## src/rtl/preg_reclaim_pkg.sv

```systemverilog
// Shared rename definitions: physical register index width, index type and the
// hardwired-zero mapping that is never returned to a free list.
package preg_reclaim_pkg;
    localparam int PREG_W = 6;
    typedef logic [PREG_W-1:0] preg_t;
    localparam preg_t PREG_ZERO = '0;
endpackage

```

## src/rtl/preg_reclaim_queue.sv

```systemverilog
// Per-parity staging FIFO: two ordered write ports (slot 0 before slot 1) and a
// single read port that pops the head when the free list accepts it.
module reclaim_queue
    import preg_reclaim_pkg::*;
#(
    parameter int DEPTH = 4,
    parameter int PW    = PREG_W
) (
    input  logic          i_clk,
    input  logic          i_resetn,
    input  logic          i_wr0_en,
    input  logic [PW-1:0] i_wr0_data,
    input  logic          i_wr1_en,
    input  logic [PW-1:0] i_wr1_data,
    input  logic          i_rd_en,
    output logic          o_free_ge2,
    output logic          o_empty,
    output logic [PW-1:0] o_head
);
    localparam int AW   = $clog2(DEPTH);
    localparam int PTRW = AW + 1;

    logic [PTRW-1:0] head;
    logic [PTRW-1:0] tail;
    logic [PTRW-1:0] occ;
    logic [PW-1:0]   mem [DEPTH];
    logic [PW-1:0]   first_data;
    logic [AW-1:0]   slot_a;
    logic [AW-1:0]   slot_b;
    logic [1:0]      n_push;

    // A lone slot-1 write lands at the tail, so the first live write is compacted.
    always_comb begin
        first_data = i_wr0_en ? i_wr0_data : i_wr1_data;
        slot_a     = tail[AW-1:0];
        slot_b     = slot_a + AW'(1);
        n_push     = {1'b0, i_wr0_en} + {1'b0, i_wr1_en};
    end

    always_ff @(posedge i_clk) begin
        if (i_wr0_en | i_wr1_en)
            mem[slot_a] <= first_data;
        if (i_wr0_en & i_wr1_en)
            mem[slot_b] <= i_wr1_data;
    end

    always_ff @(posedge i_clk or negedge i_resetn) begin
        if (!i_resetn) begin
            head <= '0;
            tail <= '0;
        end else begin
            tail <= tail + PTRW'(n_push);
            head <= head + PTRW'(i_rd_en);
        end
    end

    // Wrap-bit pointers make the modular difference the exact occupancy.
    assign occ        = tail - head;
    assign o_empty    = (head == tail);
    assign o_free_ge2 = (occ <= PTRW'(DEPTH - 2));
    assign o_head     = mem[head[AW-1:0]];
endmodule

```

## src/rtl/preg_reclaim.sv

```systemverilog
// Commit-side return path: steers two freed indices per cycle by parity into
// staging queues and drains each into its free list one write per cycle.
module preg_reclaim
    import preg_reclaim_pkg::*;
#(
    parameter int DEPTH = 4,
    parameter int PW    = PREG_W
) (
    input  logic          i_clk,
    input  logic          i_resetn,
    input  logic [1:0]    i_ret_valid,
    input  logic [PW-1:0] i_ret_preg0,
    input  logic [PW-1:0] i_ret_preg1,
    output logic          o_ret_ready,
    output logic          o_even_wr_en,
    output logic [PW-1:0] o_even_wr_data,
    input  logic          i_even_full,
    output logic          o_odd_wr_en,
    output logic [PW-1:0] o_odd_wr_data,
    input  logic          i_odd_full,
    output logic          o_idle
);
    logic even_ge2, odd_ge2, even_empty, odd_empty;
    logic take0, take1;
    logic even_wr0, even_wr1, odd_wr0, odd_wr1;

    // Accepted slots carrying the zero mapping are dropped before steering.
    always_comb begin
        take0    = i_ret_valid[0] & o_ret_ready & (i_ret_preg0 != PW'(PREG_ZERO));
        take1    = i_ret_valid[1] & o_ret_ready & (i_ret_preg1 != PW'(PREG_ZERO));
        even_wr0 = take0 & ~i_ret_preg0[0];
        odd_wr0  = take0 &  i_ret_preg0[0];
        even_wr1 = take1 & ~i_ret_preg1[0];
        odd_wr1  = take1 &  i_ret_preg1[0];
    end

    assign o_ret_ready  = i_resetn & even_ge2 & odd_ge2;
    assign o_even_wr_en = ~even_empty & ~i_even_full;
    assign o_odd_wr_en  = ~odd_empty & ~i_odd_full;
    assign o_idle       = even_empty & odd_empty;

    reclaim_queue #(.DEPTH(DEPTH), .PW(PW)) u_even (
        .i_clk      (i_clk),
        .i_resetn   (i_resetn),
        .i_wr0_en   (even_wr0),
        .i_wr0_data (i_ret_preg0),
        .i_wr1_en   (even_wr1),
        .i_wr1_data (i_ret_preg1),
        .i_rd_en    (o_even_wr_en),
        .o_free_ge2 (even_ge2),
        .o_empty    (even_empty),
        .o_head     (o_even_wr_data)
    );

    reclaim_queue #(.DEPTH(DEPTH), .PW(PW)) u_odd (
        .i_clk      (i_clk),
        .i_resetn   (i_resetn),
        .i_wr0_en   (odd_wr0),
        .i_wr0_data (i_ret_preg0),
        .i_wr1_en   (odd_wr1),
        .i_wr1_data (i_ret_preg1),
        .i_rd_en    (o_odd_wr_en),
        .o_free_ge2 (odd_ge2),
        .o_empty    (odd_empty),
        .o_head     (o_odd_wr_data)
    );
endmodule

```

## config.mk

```make
export PLATFORM = sky130hd
export DESIGN_NAME = preg_reclaim
export DESIGN_NICKNAME = d
export VERILOG_FILES = /design/src/rtl/preg_reclaim_pkg.sv /design/src/rtl/preg_reclaim_queue.sv /design/src/rtl/preg_reclaim.sv
export SDC_FILE = /design/constraint.sdc
export NUM_CORES = 1
export LEC_CHECK = 0
export CAP_MARGIN = 10
export CORE_MARGIN = 5
export CORE_UTILIZATION = 28
export DETAILED_ROUTE_END_ITERATION = 10
export DONT_BUFFER_PORTS = 1
export PLACE_DENSITY_LB_ADDON = 0.15
export SLEW_MARGIN = 5
export SYNTH_ARGS = -nofsm -noshare
export SYNTH_HDL_FRONTEND = slang
export SYNTH_SLANG_ARGS = --single-unit
```

## constraint.sdc

```tcl
create_clock -name i_clk -period 6.85 [get_ports i_clk]
set_input_delay 1.37 -clock i_clk [delete_from_list [all_inputs] [get_ports i_clk]]
set_output_delay 1.37 -clock i_clk [all_outputs]
set_load 0.05 [all_outputs]
```

==> results.ini <==
[outcome]
status=finished, final reports clean

[finish]
fillerInstances=1151
insertedDiodeCount=0
drive_gt1_share_pct=33.8
num-nets-final=258
layout_commonest_cell=edfxtp_1
final_cell_mix=48 x edfxtp_1, 39 x mux2_2, 16 x nor2_1
syn2layout_area_growth_pct=13.2

[clock_tree]
cts_sinks=60
clock_latency_ps=320
htreeDepth=3
post_cts_buffers=0
hold_buffers=0
cts_resized=0
tritoncts=yes
clockRootBuffer=clkbuf_16
clock_path_buffers=2
cts_buffers=9
clk_pin_slew_worst_paths_ps=50

[worst_setup_path]
arrival_ps=2680
crit_type=register to primary output
critPathMaxStageDelay_ps=650
worstPathCellList=ha_1, inv_1, fa_1, xor3_1, and2_2, nand2_1, inv_1
r2r-start=u_even.head[0]
startpoint=u_even.head[0]
crit_fanout=8
end_kind=primary output
crit_required_ps=5480
start_kind=register
slowest_stage=dfrtp_1
cpLargestDelayFamily=flip-flops
reg2reg_setup_slack_ps=3320
r2r_end=u_odd.mem[3][3]
path_buf_inv=2
r2r.worst_path.cells=9
crit_top_cell=inv_1

[hold_path]
hold_class=register to register
whs_path_depth=1
hold_path.startpoint=u_odd.head[2]
holdPathEnd=u_odd.head[2]

[global_route]
grt_pass1_wl_um=12000
grt-ovfl-total=0
antenna_found_initial=0
grt_max_degree=15
grt_pass1_vias=1990
track_usage_pct=11.5

[yosys]
synth_xor_area_share_pct=3.06
synth_compound_area_share_pct=6.70
yosys.area.top_type_share_pct=44.1
synthTopCellsByArea=edfxtp_1 44%, mux2_2 13%, dfrtp_1 9.2%
synth_cell_types=40
synthMuxAreaShare_pct=22.0
syn_inst=219
syn_avg_cell_area_um2=14.9
ys_seq_area_share_pct=53.3
synth_simple_gate_area_share_pct=5.89
async_flop_share_pct=20.0
synth_edf_count=48
synth_ff_type=edfxtp_1
synth_nets=251
synth_area_um2=3270
synth_top_family_by_area=multiplexers
yosys_register_bits=60
synth_fa_ha_area_share_pct=6.58
yosys.area.top_type=edfxtp_1
yosys_warnings=0

[pwr]
p_leak_nw=1.31
peakVddDrop_mv=0.259
total_power_w=0.00164
power_per_cell_area_nw_per_um2=443

[placement]
place.gp.congestion=0.778
io_buffer_count=0
post-dp-hpwl_um=5320

[drt]
wl_met2_um=3510
wl_met1_um=3590
drt_iter0_markers=54
drcViolationCount=0
wirelength_um=7510
dr.max_layer_used=met4
dr.pass1.iters=6
via_per_inst=4.84
num_vias=1811
met3_length_um=361
wire_per_inst_um=20.1
ant_nets=0

[die]
rows=39
initial_utilization_pct=28.6
io_pins=34
die-area_um2=13900
coreArea_um2=11400
dieHeight_um=118
die_x_um=118

[timing]
period_share_pct=59.1
rsz0062_at_grt=no
maxSlewViolCount=0
max_freq_ghz=0.247
hold_violations=0
setup_viol=0
fin_crit_ps=4050
finalSetupTns_ps=0
slew_headroom_pct=41.2
tightest_slew_ps=879
fin_worst_skew_ps=7.31

[flow_run]
maxCapViolations=0

==> metal layers <==
metal | vias to the layer above | global-route usage [%]
met3 | 4 | 4.42
met2 | 41 | 18.0
met4 | 0 | 3.23
met5 | - | 0
li1 | 855 | -
met1 | 911 | 15.0
==> synthesized netlist by cell type, drive strengths merged (3+ instances only) <==
cell type  instances
a21oi              9
clkbuf             5
dfrtp             12
edfxtp            48
fa                 4
ha                10
inv               11
mux2              40
mux4              12
nand2             12
nor2              16
nor4               3
o21ai              3
xor2               4
==> state kept, by name, summed over array words and instances (netlist names) <==
name	cells
u_odd.tail	3
u_even.head	3
u_odd.mem	24
u_odd.head	3
u_even.mem	24
u_even.tail	3
==> cells by family after synthesis <==
logic type | after synthesis
AND/OR/NAND/NOR | 42
multiplexers | 52
AO/OA/AOI/OAI | 23
XOR/XNOR | 8
flip-flops | 60
adder cells (fa/ha/maj) | 15
buffers and inverters | 19
==> worst max-delay path by stage <==
stage,cells after the start,slack (ps),to
2_1_floorplan,1,3260,o_even_wr_en
3_3_place_gp,7,3120,o_ret_ready
3_5_place_dp,7,3070,o_ret_ready
4_1_cts,7,2720,o_ret_ready
5_1_grt,7,2590,o_ret_ready
6_report,7,2800,o_ret_ready
==> metrics by stage <==
| step | hold WS [ps] | utilization, % | setup WS [ps] | instances | area [µm²] |
|---|---|---|---|---|---|
| after floorplan | 477 | - | 3260 | 219 | 3270 |
| after global placement | 541 | 30.1 | 3120 | 358 | 3440 |
| after detailed placement | 539 | 30.1 | 3070 | 358 | 3440 |
| after CTS | 549 | 32.4 | 2720 | 374 | 3700 |
| after global routing | 578 | 32.4 | 2590 | 374 | 3700 |
| final | 539 | 32.4 | 2800 | 374 | 3700 |
==> power breakdown <==
group	leakage (nW)	internal [W]	switching (W)
logic	0.594	0.000249	0.000419
registers	0.578	0.000463	0.000107
clock network	0.133	0.000253	0.000149
==> cell type report <==
class | instances | area (µm²) | area share, %
Timing Repair Buffer | 3 | 22.5 | 0.609
Clock buffer | 13 | 250 | 6.76
Multi-Input combinational cell | 140 | 1450 | 39.1
Sequential cell | 60 | 1740 | 47.1
Tap cell | 143 | 179 | 4.83
Clock inverter | 3 | 15.0 | 0.406
Inverter | 12 | 45.0 | 1.22
Note: power is estimated with default switching activity, not from simulation.
==> RTL edit, RTL diff (same settings) <==
Change the package constant `PREG_W` from 6 to 3.
--- a/src/rtl/preg_reclaim_pkg.sv
+++ b/src/rtl/preg_reclaim_pkg.sv
@@ -2,5 +2,5 @@
 // hardwired-zero mapping that is never returned to a free list.
 package preg_reclaim_pkg;
-    localparam int PREG_W = 6;
+    localparam int PREG_W = 3;
     typedef logic [PREG_W-1:0] preg_t;
     localparam preg_t PREG_ZERO = '0;
Ports: changed (resized i_ret_preg0, i_ret_preg1, o_even_wr_data and o_odd_wr_data); port bits go from 34 to 22. The function was not compared with the original's and may differ.
==> RTL edit against the unedited design <==
Non-clock buffer count down 1. Die area down 32%. Area after synthesis down 35%. Synthesized cell count down 26%. Sequential cell count down 24. Setup slack worse by 0.068 ns. Cell area down 36%. Cell count down 29%. Global-route usage down 1.3 points. Combinational power down 22%. Routed wire length down 40%. Total power down 35%. Critical path type unchanged. Largest cell class is now multi-input combinational cells. Largest power group unchanged.
==> RTL edit: results (changes against the unedited design) <==
stage,metric,value,unit,change
sta,Hold WS,0.533,ns,-0.00544 ns
route,number of DRC markers in iteration 0,99,,+83%
power_and_ir_drop,sequential power,0.000355,W,-38%
logic_synthesis,most frequent cells after synthesis,"edfxtp_1 (24), mux2_2 (14), dfrtp_1 (12)",,
min_path,hold endpoint,u_even.head[2]$_DFF_PN0_,,
logic_synthesis,number of synthesized flops with an enable pin,24,,-50%
sta,final worst setup slack,2.73,ns,-0.0684 ns
route,metal1 wirelength,2.13,mm,-41%
min_path,HP Start,u_even.head[2]$_DFF_PN0_,,
logic_synthesis,sequential share of the synthesized area,47.8,%,-5.5 points
grt,first-pass GRT wire length,7.25,mm,-40%
power_and_ir_drop,"Power, Total",0.00106,W,-35%
logic_synthesis,Cells after Synth,163,,-26%
route,WL met2,2.05,mm,-42%
logic_synthesis,largest cells by area after synthesis,"edfxtp_1 (34%), dfrtp_1 (14%), mux2_2 (7.4%)",,
route,WL/cell,17.0,um,-15%
final_layout,Regs by FF count,"u_even.mem: 12 flops, u_odd.mem: 12 flops",,
critical_path,Worst Path Arrival,2.75,ns,+0.07 ns
place,Inst Count DP,258,,-28%
route,Initial DRT Pass Iterations,4,,-2
sta,Final Skew,0.00263,ns,-0.00468 ns
critical_path,Worst R2R Start,u_odd.head[0]$_DFF_PN0_,,
power_and_ir_drop,Leak Pwr,0.861,nW,-34%
route,Met3 Routed Length,280,um,-22%
power_and_ir_drop,Sw Share,45.4,%,+4.2 points
status,outcome,finished clean,,
clock_network,CTS buffer count,5,,-4
clock_network,clock-pin slew on the worst setup and hold paths,0.07,ns,+0.02 ns
[RTL edit: cell count changes in the layout (fill, tap and decap cells not counted), sizes merged, moves of 5 or more]
cell    change
nor2        -5
nand2       -6
mux2       -24
edfxtp     -24
clkbuf      -7
mux4        -6
[RTL edit: area by class of cell]
type / instances / area (um^2) / share of cell area, %
inverters: 9 / 33.8 / 1.43
clock buffers: 6 / 72.6 / 3.08
multi-input cells: 112 / 1060 / 44.9
clock inverters: 2 / 35.0 / 1.48
flip-flops and latches: 36 / 1020 / 43.3
repair buffers: 2 / 15.0 / 0.636
well taps: 99 / 124 / 5.25
[RTL edit: logic make-up after synthesis]
kind of cell               Yosys count  synth area share, %
and+or+nand+nor                     38                 9.13
xor gates and xnor gates             8                 4.80
buffers and inverters               15                 2.69
DFF                                 36                 47.8
adders and majority gates           15                 10.1
muxes                               22                 14.8
AOI/OAI and AO/OA                   29                 10.8
[RTL edit: through the flow]
step	util [%]	instance area, um^2
6_report	32.2	2360
2_1_floorplan	-	2140
5_1_grt	32.2	2360
4_1_cts	32.2	2360
3_5_place_dp	30.7	2250
3_3_place_gp	30.7	2250
[RTL edit: worst max-delay path by stage]
stage / from / end / depth (start not counted)
final: u_odd.head[0]$_DFF_PN0_ / o_ret_ready / 7
after global routing: u_odd.head[0]$_DFF_PN0_ / o_ret_ready / 7
after CTS: u_odd.head[0]$_DFF_PN0_ / o_ret_ready / 7
after detailed placement: u_odd.head[0]$_DFF_PN0_ / o_ret_ready / 7
after global placement: i_resetn / o_ret_ready / 3
after floorplan: i_even_full / o_even_wr_en / 1
[RTL edit: metal layers]
metal | vias up | GRT usage [%]
li1 | 623 | -
met1 | 635 | 13.5
met2 | 23 | 15.2
met3 | 8 | 3.66
met4 | 0 | 3.83
met5 | - | 0
